==> config.mk <==
export PLATFORM = sky130hd
export DESIGN_NAME = sram_bist_ctrl_flat
export DESIGN_NICKNAME = d
export VERILOG_FILES = /design/src/rtl/sram_bist_ctrl_if.sv /design/src/rtl/sram_bist_ctrl.sv /design/src/flat_wrapper.sv
export SDC_FILE = /design/constraint.sdc
export NUM_CORES = 1
export LEC_CHECK = 0
export CORE_MARGIN = 5
export CORE_UTILIZATION = 55
export DETAILED_ROUTE_END_ITERATION = 8
export MAX_ROUTING_LAYER = met4
export PLACE_DENSITY = 0.89
export SYNTH_ARGS = -nofsm -noshare
export SYNTH_HDL_FRONTEND = slang
export SYNTH_SLANG_ARGS = --single-unit
==> constraint.sdc <==
create_clock -name clk -period 4.9 [get_ports clk]
set_input_delay 0.49 -clock clk [delete_from_list [all_inputs] [get_ports clk]]
set_output_delay 0.49 -clock clk [all_outputs]
set_load 0.02 [all_outputs]
==> src/rtl/sram_bist_ctrl_if.sv <==
// SRAM-side bus owned by the BIST controller.
// Read data on dout is registered by the SRAM and is valid one cycle after the address.
`ifndef SRAM_ADDR_WIDTH
`define SRAM_ADDR_WIDTH 8
`endif
`ifndef SRAM_WORD_WIDTH
`define SRAM_WORD_WIDTH 4
`endif

interface sram_bist_ctrl_if #(
    parameter int ADDR_WIDTH = `SRAM_ADDR_WIDTH,
    parameter int WORD_WIDTH = `SRAM_WORD_WIDTH
) ();
    logic [ADDR_WIDTH-1:0] addr;
    logic [WORD_WIDTH-1:0] din;
    logic                  we;
    logic [WORD_WIDTH-1:0] dout;

    modport master (output addr, output din, output we, input dout);
    modport slave  (input addr, input din, input we, output dout);
endinterface

==> src/rtl/sram_bist_ctrl.sv <==
// March C- BIST controller for a single-port SRAM.
// It passes the functional port through when idle and captures the first miscompare.
`ifndef SRAM_ADDR_WIDTH
`define SRAM_ADDR_WIDTH 8
`endif
`ifndef SRAM_WORD_WIDTH
`define SRAM_WORD_WIDTH 4
`endif
`ifndef SRAM_DEPTH
`define SRAM_DEPTH 256
`endif

module sram_bist_ctrl #(
    parameter int ADDR_WIDTH = `SRAM_ADDR_WIDTH,
    parameter int WORD_WIDTH = `SRAM_WORD_WIDTH,
    parameter int DEPTH      = `SRAM_DEPTH
) (
    input  logic                  clk,
    input  logic                  rst_n,
    input  logic                  start,
    input  logic                  abort,
    input  logic [ADDR_WIDTH-1:0] func_addr,
    input  logic [WORD_WIDTH-1:0] func_din,
    input  logic                  func_we,
    sram_bist_ctrl_if.master      sram,
    output logic                  busy,
    output logic                  done,
    output logic                  fail,
    output logic [2:0]            fail_elem,
    output logic [ADDR_WIDTH-1:0] fail_addr,
    output logic [WORD_WIDTH-1:0] fail_data,
    output logic [7:0]            fail_count
);

    localparam logic [ADDR_WIDTH-1:0] ADDR_MAX = ADDR_WIDTH'(DEPTH - 1);

    typedef enum logic [2:0] {
        IDLE  = 3'd0,
        M0    = 3'd1,
        M1    = 3'd2,
        M2    = 3'd3,
        M3    = 3'd4,
        M4    = 3'd5,
        M5    = 3'd6,
        DRAIN = 3'd7
    } state_t;

    state_t                state_reg, state_next;
    logic [ADDR_WIDTH-1:0] addr_reg, addr_next;
    logic                  phase_reg, phase_next;
    logic                  chk_pending_reg, chk_pending_next;
    logic [WORD_WIDTH-1:0] chk_exp_reg, chk_exp_next;
    logic [2:0]            chk_elem_reg, chk_elem_next;
    logic [ADDR_WIDTH-1:0] chk_addr_reg, chk_addr_next;
    logic                  done_reg, done_next;
    logic                  fail_reg, fail_next;
    logic [2:0]            fail_elem_reg, fail_elem_next;
    logic [ADDR_WIDTH-1:0] fail_addr_reg, fail_addr_next;
    logic [WORD_WIDTH-1:0] fail_data_reg, fail_data_next;
    logic [7:0]            fail_count_reg, fail_count_next;

    // Element decode and per-cycle controls
    logic       elem_up;
    logic       elem_rd;
    logic       elem_wr;
    logic       rd_bg;
    logic       wr_bg;
    logic [2:0] elem_idx;
    logic       two_phase;
    logic       rd_cycle;
    logic       wr_cycle;
    logic       last_addr;
    logic [WORD_WIDTH-1:0] bist_din;
    logic [WORD_WIDTH-1:0] din_mux;

    always_ff @(posedge clk or negedge rst_n) begin
        if (!rst_n) begin
            state_reg       <= IDLE;
            addr_reg        <= '0;
            phase_reg       <= 1'b0;
            chk_pending_reg <= 1'b0;
            chk_exp_reg     <= '0;
            chk_elem_reg    <= '0;
            chk_addr_reg    <= '0;
            done_reg        <= 1'b0;
            fail_reg        <= 1'b0;
            fail_elem_reg   <= '0;
            fail_addr_reg   <= '0;
            fail_data_reg   <= '0;
            fail_count_reg  <= '0;
        end else begin
            state_reg       <= state_next;
            addr_reg        <= addr_next;
            phase_reg       <= phase_next;
            chk_pending_reg <= chk_pending_next;
            chk_exp_reg     <= chk_exp_next;
            chk_elem_reg    <= chk_elem_next;
            chk_addr_reg    <= chk_addr_next;
            done_reg        <= done_next;
            fail_reg        <= fail_next;
            fail_elem_reg   <= fail_elem_next;
            fail_addr_reg   <= fail_addr_next;
            fail_data_reg   <= fail_data_next;
            fail_count_reg  <= fail_count_next;
        end
    end

    always_comb begin
        elem_up   = 1'b1;
        elem_rd   = 1'b0;
        elem_wr   = 1'b0;
        rd_bg     = 1'b0;
        wr_bg     = 1'b0;
        elem_idx  = 3'd0;
        unique case (state_reg)
            M0: begin elem_wr = 1'b1; end
            M1: begin elem_idx = 3'd1; elem_rd = 1'b1; elem_wr = 1'b1; wr_bg = 1'b1; end
            M2: begin elem_idx = 3'd2; elem_rd = 1'b1; elem_wr = 1'b1; rd_bg = 1'b1; end
            M3: begin elem_idx = 3'd3; elem_up = 1'b0; elem_rd = 1'b1; elem_wr = 1'b1; wr_bg = 1'b1; end
            M4: begin elem_idx = 3'd4; elem_up = 1'b0; elem_rd = 1'b1; elem_wr = 1'b1; rd_bg = 1'b1; end
            M5: begin elem_idx = 3'd5; elem_rd = 1'b1; end
            default: ;
        endcase

        // Read/write elements use phase 0 for the read and phase 1 for the write
        two_phase = elem_rd & elem_wr;
        rd_cycle  = elem_rd & (~two_phase | ~phase_reg);
        wr_cycle  = elem_wr & (~two_phase | phase_reg);
        last_addr = elem_up ? (addr_reg == ADDR_MAX) : (addr_reg == '0);
        bist_din  = (wr_cycle & wr_bg) ? '1 : '0;

        state_next       = state_reg;
        addr_next        = addr_reg;
        phase_next       = phase_reg;
        chk_pending_next = 1'b0;
        chk_exp_next     = chk_exp_reg;
        chk_elem_next    = chk_elem_reg;
        chk_addr_next    = chk_addr_reg;
        done_next        = done_reg;
        fail_next        = fail_reg;
        fail_elem_next   = fail_elem_reg;
        fail_addr_next   = fail_addr_reg;
        fail_data_next   = fail_data_reg;
        fail_count_next  = fail_count_reg;

        if (state_reg == IDLE) begin
            if (start) begin
                state_next      = M0;
                addr_next       = '0;
                phase_next      = 1'b0;
                done_next       = 1'b0;
                fail_next       = 1'b0;
                fail_elem_next  = '0;
                fail_addr_next  = '0;
                fail_data_next  = '0;
                fail_count_next = '0;
            end
        end else if (abort) begin
            // Abort wins over everything, including a compare due this cycle
            state_next = IDLE;
            phase_next = 1'b0;
        end else begin
            if (chk_pending_reg && (sram.dout != chk_exp_reg)) begin
                if (fail_count_reg != 8'hFF) begin
                    fail_count_next = fail_count_reg + 8'd1;
                end
                if (!fail_reg) begin
                    fail_next      = 1'b1;
                    fail_elem_next = chk_elem_reg;
                    fail_addr_next = chk_addr_reg;
                    fail_data_next = sram.dout;
                end
            end

            if (rd_cycle) begin
                chk_pending_next = 1'b1;
                chk_exp_next     = rd_bg ? '1 : '0;
                chk_elem_next    = elem_idx;
                chk_addr_next    = addr_reg;
            end

            if (state_reg == DRAIN) begin
                state_next = IDLE;
                done_next  = 1'b1;
            end else if (two_phase && !phase_reg) begin
                phase_next = 1'b1;
            end else begin
                phase_next = 1'b0;
                if (last_addr) begin
                    unique case (state_reg)
                        M0:      begin state_next = M1;    addr_next = '0;       end
                        M1:      begin state_next = M2;    addr_next = '0;       end
                        M2:      begin state_next = M3;    addr_next = ADDR_MAX; end
                        M3:      begin state_next = M4;    addr_next = ADDR_MAX; end
                        M4:      begin state_next = M5;    addr_next = '0;       end
                        M5:      begin state_next = DRAIN;                       end
                        default: begin state_next = IDLE;                        end
                    endcase
                end else begin
                    addr_next = elem_up ? (addr_reg + ADDR_WIDTH'(1)) : (addr_reg - ADDR_WIDTH'(1));
                end
            end
        end
    end

    assign busy = (state_reg != IDLE);

    // Functional path is combinational so it is live straight out of reset
    generate
        for (genvar gi = 0; gi < WORD_WIDTH; gi++) begin : g_din_mux
            assign din_mux[gi] = busy ? bist_din[gi] : func_din[gi];
        end
    endgenerate

    assign sram.addr = busy ? addr_reg : func_addr;
    assign sram.din  = din_mux;
    assign sram.we   = busy ? wr_cycle : func_we;

    assign done       = done_reg;
    assign fail       = fail_reg;
    assign fail_elem  = fail_elem_reg;
    assign fail_addr  = fail_addr_reg;
    assign fail_data  = fail_data_reg;
    assign fail_count = fail_count_reg;

endmodule

==> src/flat_wrapper.sv <==
// flat-port wrapper written by rule: the top's interface ports become plain ports
module sram_bist_ctrl_flat 
#(
    parameter int ADDR_WIDTH = `SRAM_ADDR_WIDTH,
    parameter int WORD_WIDTH = `SRAM_WORD_WIDTH,
    parameter int DEPTH      = `SRAM_DEPTH
)
  (clk, rst_n, start, abort, func_addr, func_din, func_we, busy, done, fail, fail_elem, fail_addr, fail_data, fail_count, sram_addr, sram_din, sram_we, sram_dout);
  sram_bist_ctrl_if #(.ADDR_WIDTH(ADDR_WIDTH), .WORD_WIDTH(WORD_WIDTH)) sram_i ();
  input  logic clk;
  input  logic rst_n;
  input  logic start;
  input  logic abort;
  input  logic [ADDR_WIDTH-1:0] func_addr;
  input  logic [WORD_WIDTH-1:0] func_din;
  input  logic func_we;
  output logic busy;
  output logic done;
  output logic fail;
  output logic [2:0] fail_elem;
  output logic [ADDR_WIDTH-1:0] fail_addr;
  output logic [WORD_WIDTH-1:0] fail_data;
  output logic [7:0] fail_count;
  output wire logic [$bits(sram_i.addr)-1:0] sram_addr;
  output wire logic [$bits(sram_i.din)-1:0] sram_din;
  output wire logic [$bits(sram_i.we)-1:0] sram_we;
  input wire logic [$bits(sram_i.dout)-1:0] sram_dout;
  assign sram_addr = sram_i.addr;
  assign sram_din = sram_i.din;
  assign sram_we = sram_i.we;
  assign sram_i.dout = sram_dout;
  sram_bist_ctrl #(.ADDR_WIDTH(ADDR_WIDTH), .WORD_WIDTH(WORD_WIDTH), .DEPTH(DEPTH)) u_core (.clk(clk), .rst_n(rst_n), .start(start), .abort(abort), .func_addr(func_addr), .func_din(func_din), .func_we(func_we), .sram(sram_i), .busy(busy), .done(done), .fail(fail), .fail_elem(fail_elem), .fail_addr(fail_addr), .fail_data(fail_data), .fail_count(fail_count));
endmodule
==> metrics <==
Placed Area 0.003422 mm²; synth warn 0; Post-CTS Repair Setup Buffers 0; Fin Setup TNS 0 ns; initial antenna violation count 0; PortBufs 59; RSZ-0062 raised after global routing no; crit path time final 3.954 ns; total power 1607 µW; number of buffers created by CTS 5; Yosys cell types 44; ys flop type dfrtp_1; first-iteration detailed-routing DRC count 144; cell taking the most area after synthesis dfrtp_1; worst hold margin 0.2846 ns; # resized after CTS 0; Post-Synthesis Cells 333; Routed Antenna Nets 0; Clock transition at path regs 0.09 ns; Critical Path AT 3.46 ns; Leakage 0.001595 µW; r2r setup slk 1.44 ns; top-area cell type share of the netlist area 0.4454; clock latency on the worst-skew pair 0.30 ns; die area 0.006637 mm²; maxcap violations 0; gpl congestion 0.9150; post-DP HPWL 4776 µm; grt ovf 0; DR vias 2471; FF-to-FF Start u_core.state_reg[0]$_DFFE_PN0P_; wire per inst 13.86 µm; CP Class flop to primary output; VDD IR-drop max 301.1 µV; ant diodes 0; Worst Tran Pin Value 0.8870 ns; core area 0.005042 mm²; Layout Nets 417; row cnt 26; reg2reg end u_core.fail_elem[2]$_DFFE_PN0P_; CTS tree done; layout overhead on the synthesized area 25.75%; Final Hold Viols 0; Psw 656.5 µW; hold bufs inserted after CTS 0; Slew HR 0.4075; Seq pwr share 0.368; final worst path period share 0.8070; synthesized flop and latch total 50; Die H 81.47 µm; critical path fanouts, max 17; CTS H-Tree Depth 2; Post-synth ARST share 1.000; All-Layer GR Usage 0.2129; syn_area_per_cell 8.435 µm²; Initial Util 0.5571; combinational power share 0.456; reg2reg path depth 8; worst min-delay path category input pin to async pin; worst path required time 4.41 ns; Pint 950.6 µW; global-route wire length before repair 10750 µm; Vias per Instance 5.419; Synth area leaders dfrtp_1 (45%), o21ai_0 (8.9%), nand2_1 (8.6%); share of post-route cells with drive strength above 1 0.03886; io pins 60; Root Buffer Master clkbuf_8; sequential-to-total area share from yosys stat 0.4454; CTS Sinks 50; mapped cell area 0.002809 mm²; drc violations 0; clock power share 0.176; clock skew 0.01189 ns; Max Fclk 0.2529 GHz; First-pass DRT Iterations 4; Final Slew Violations 0; most frequent cells in the layout nand2_1 (64), clkdlybuf4s50_1 (58), o21ai_0 (50), dfrtp_1 (50); most common cell after layout, fill and taps aside nand2_1; Mapped Nets 365; number of global-route vias before repair 2343; CP endpoint kind primary output; Routed WL 6319 µm; fin area 0.003532 mm²; run status finished, final reports clean; startpoint types flop; deepest clock path buffer count 2; setup violators final 0; pwr/cell area 455.0 mW/mm²; largest net degree at the start of global routing 51; number of synthesized flops with an enable pin 0; switch share 0.4085; die extent in x 81.47 µm
[per-layer routing]
| layer | share of wire | vias up | GRT usage | wire length [µm] |
|---|---|---|---|---|
| met2 | 0.47 | 72 | 0.3396 | 2983 |
| met3 | 0.062 | 8 | 0.03728 | 390 |
| met1 | 0.45 | 1132 | 0.2814 | 2870 |
| li1 | - | 1259 | - | - |
| met4 | 0.012 | 0 | 0.05743 | 76 |
| met5 | 0 | - | - | 0 |
[synth_stat cells, drive strengths merged, types with 2 or more instances]
library cell and n:
nand2 64, dfrtp 50, o21ai 50, inv 20
nand3 20, nor2 17, a21oi 15, clkbuf 14
ha 11, xnor2 8, nor3 7, nor2b 4
or3 4, a31oi 3, and3 3, nand4 3
nor4 3, a21o 2, a22o 2, and2 2
and4 2, buf 2, nand3b 2, nor3b 2
nor4b 2, o21a 2, o41ai 2, xor2 2
[worst max-delay path: stages, from the launching register on]
cell	delay [ns]
dfrtp_1	0.42
inv_1	0.09
ha_1	0.49
nor2b_1	0.78
inv_1	0.45
o221a_2	0.39
clkdlybuf4s50_1	0.54
[power by group through the flow]
stage          Clock (µW)  Combinational (µW)  Sequential (µW)
2_1_floorplan           0                 481              585
3_3_place_gp            0                 713              593
3_5_place_dp            0                 730              599
4_1_cts               288                 737              591
5_1_grt               308                 818              611
6_report              282                 733              592
[worst max-delay path by stage]
| stage | start | endpoint | slack (ns) | depth (start not counted) |
|---|---|---|---|---|
| after floorplan | u_core.state_reg[0]$_DFFE_PN0P_ | u_core.addr_reg[7]$_DFFE_PN0P_ | 2.19 | 11 |
| final | u_core.state_reg[0]$_DFFE_PN0P_ | sram_we | 0.95 | 6 |
| after detailed placement | u_core.state_reg[0]$_DFFE_PN0P_ | sram_we | 1.30 | 6 |
| after CTS | u_core.state_reg[0]$_DFFE_PN0P_ | sram_we | 0.96 | 6 |
| after global routing | u_core.state_reg[0]$_DFFE_PN0P_ | sram_we | 0.65 | 6 |
| after global placement | u_core.state_reg[0]$_DFFE_PN0P_ | sram_we | 1.41 | 6 |
[metrics by stage]
step	instances	util	setup slack, ns
2_1_floorplan	333	-	2.190
3_3_place_gp	448	0.6787	1.410
3_5_place_dp	448	0.6787	1.299
4_1_cts	456	0.7005	0.9563
5_1_grt	456	0.7005	0.6521
6_report	456	0.7005	0.9456
[logic make-up after synthesis]
kind of cell    after synthesis  synth area share
flops                        50            0.4454
mux                           1          0.003564
buf+inv                      36           0.05345
xor+xnor                     10           0.03118
simple gates                139            0.2361
compound gates               85            0.1773
fa+ha+maj                    12           0.05301
[area by class of cell]
type                    count  area, µm²
repair buffers             61      600.6
clock inverters             2      37.54
multi-input cells         247       1408
clock buffers               6      72.57
inverters                  20      75.07
fillers                   415       1510
flip-flops and latches     50       1251
well taps                  70      87.58
Power figures use the tool's default switching activity.
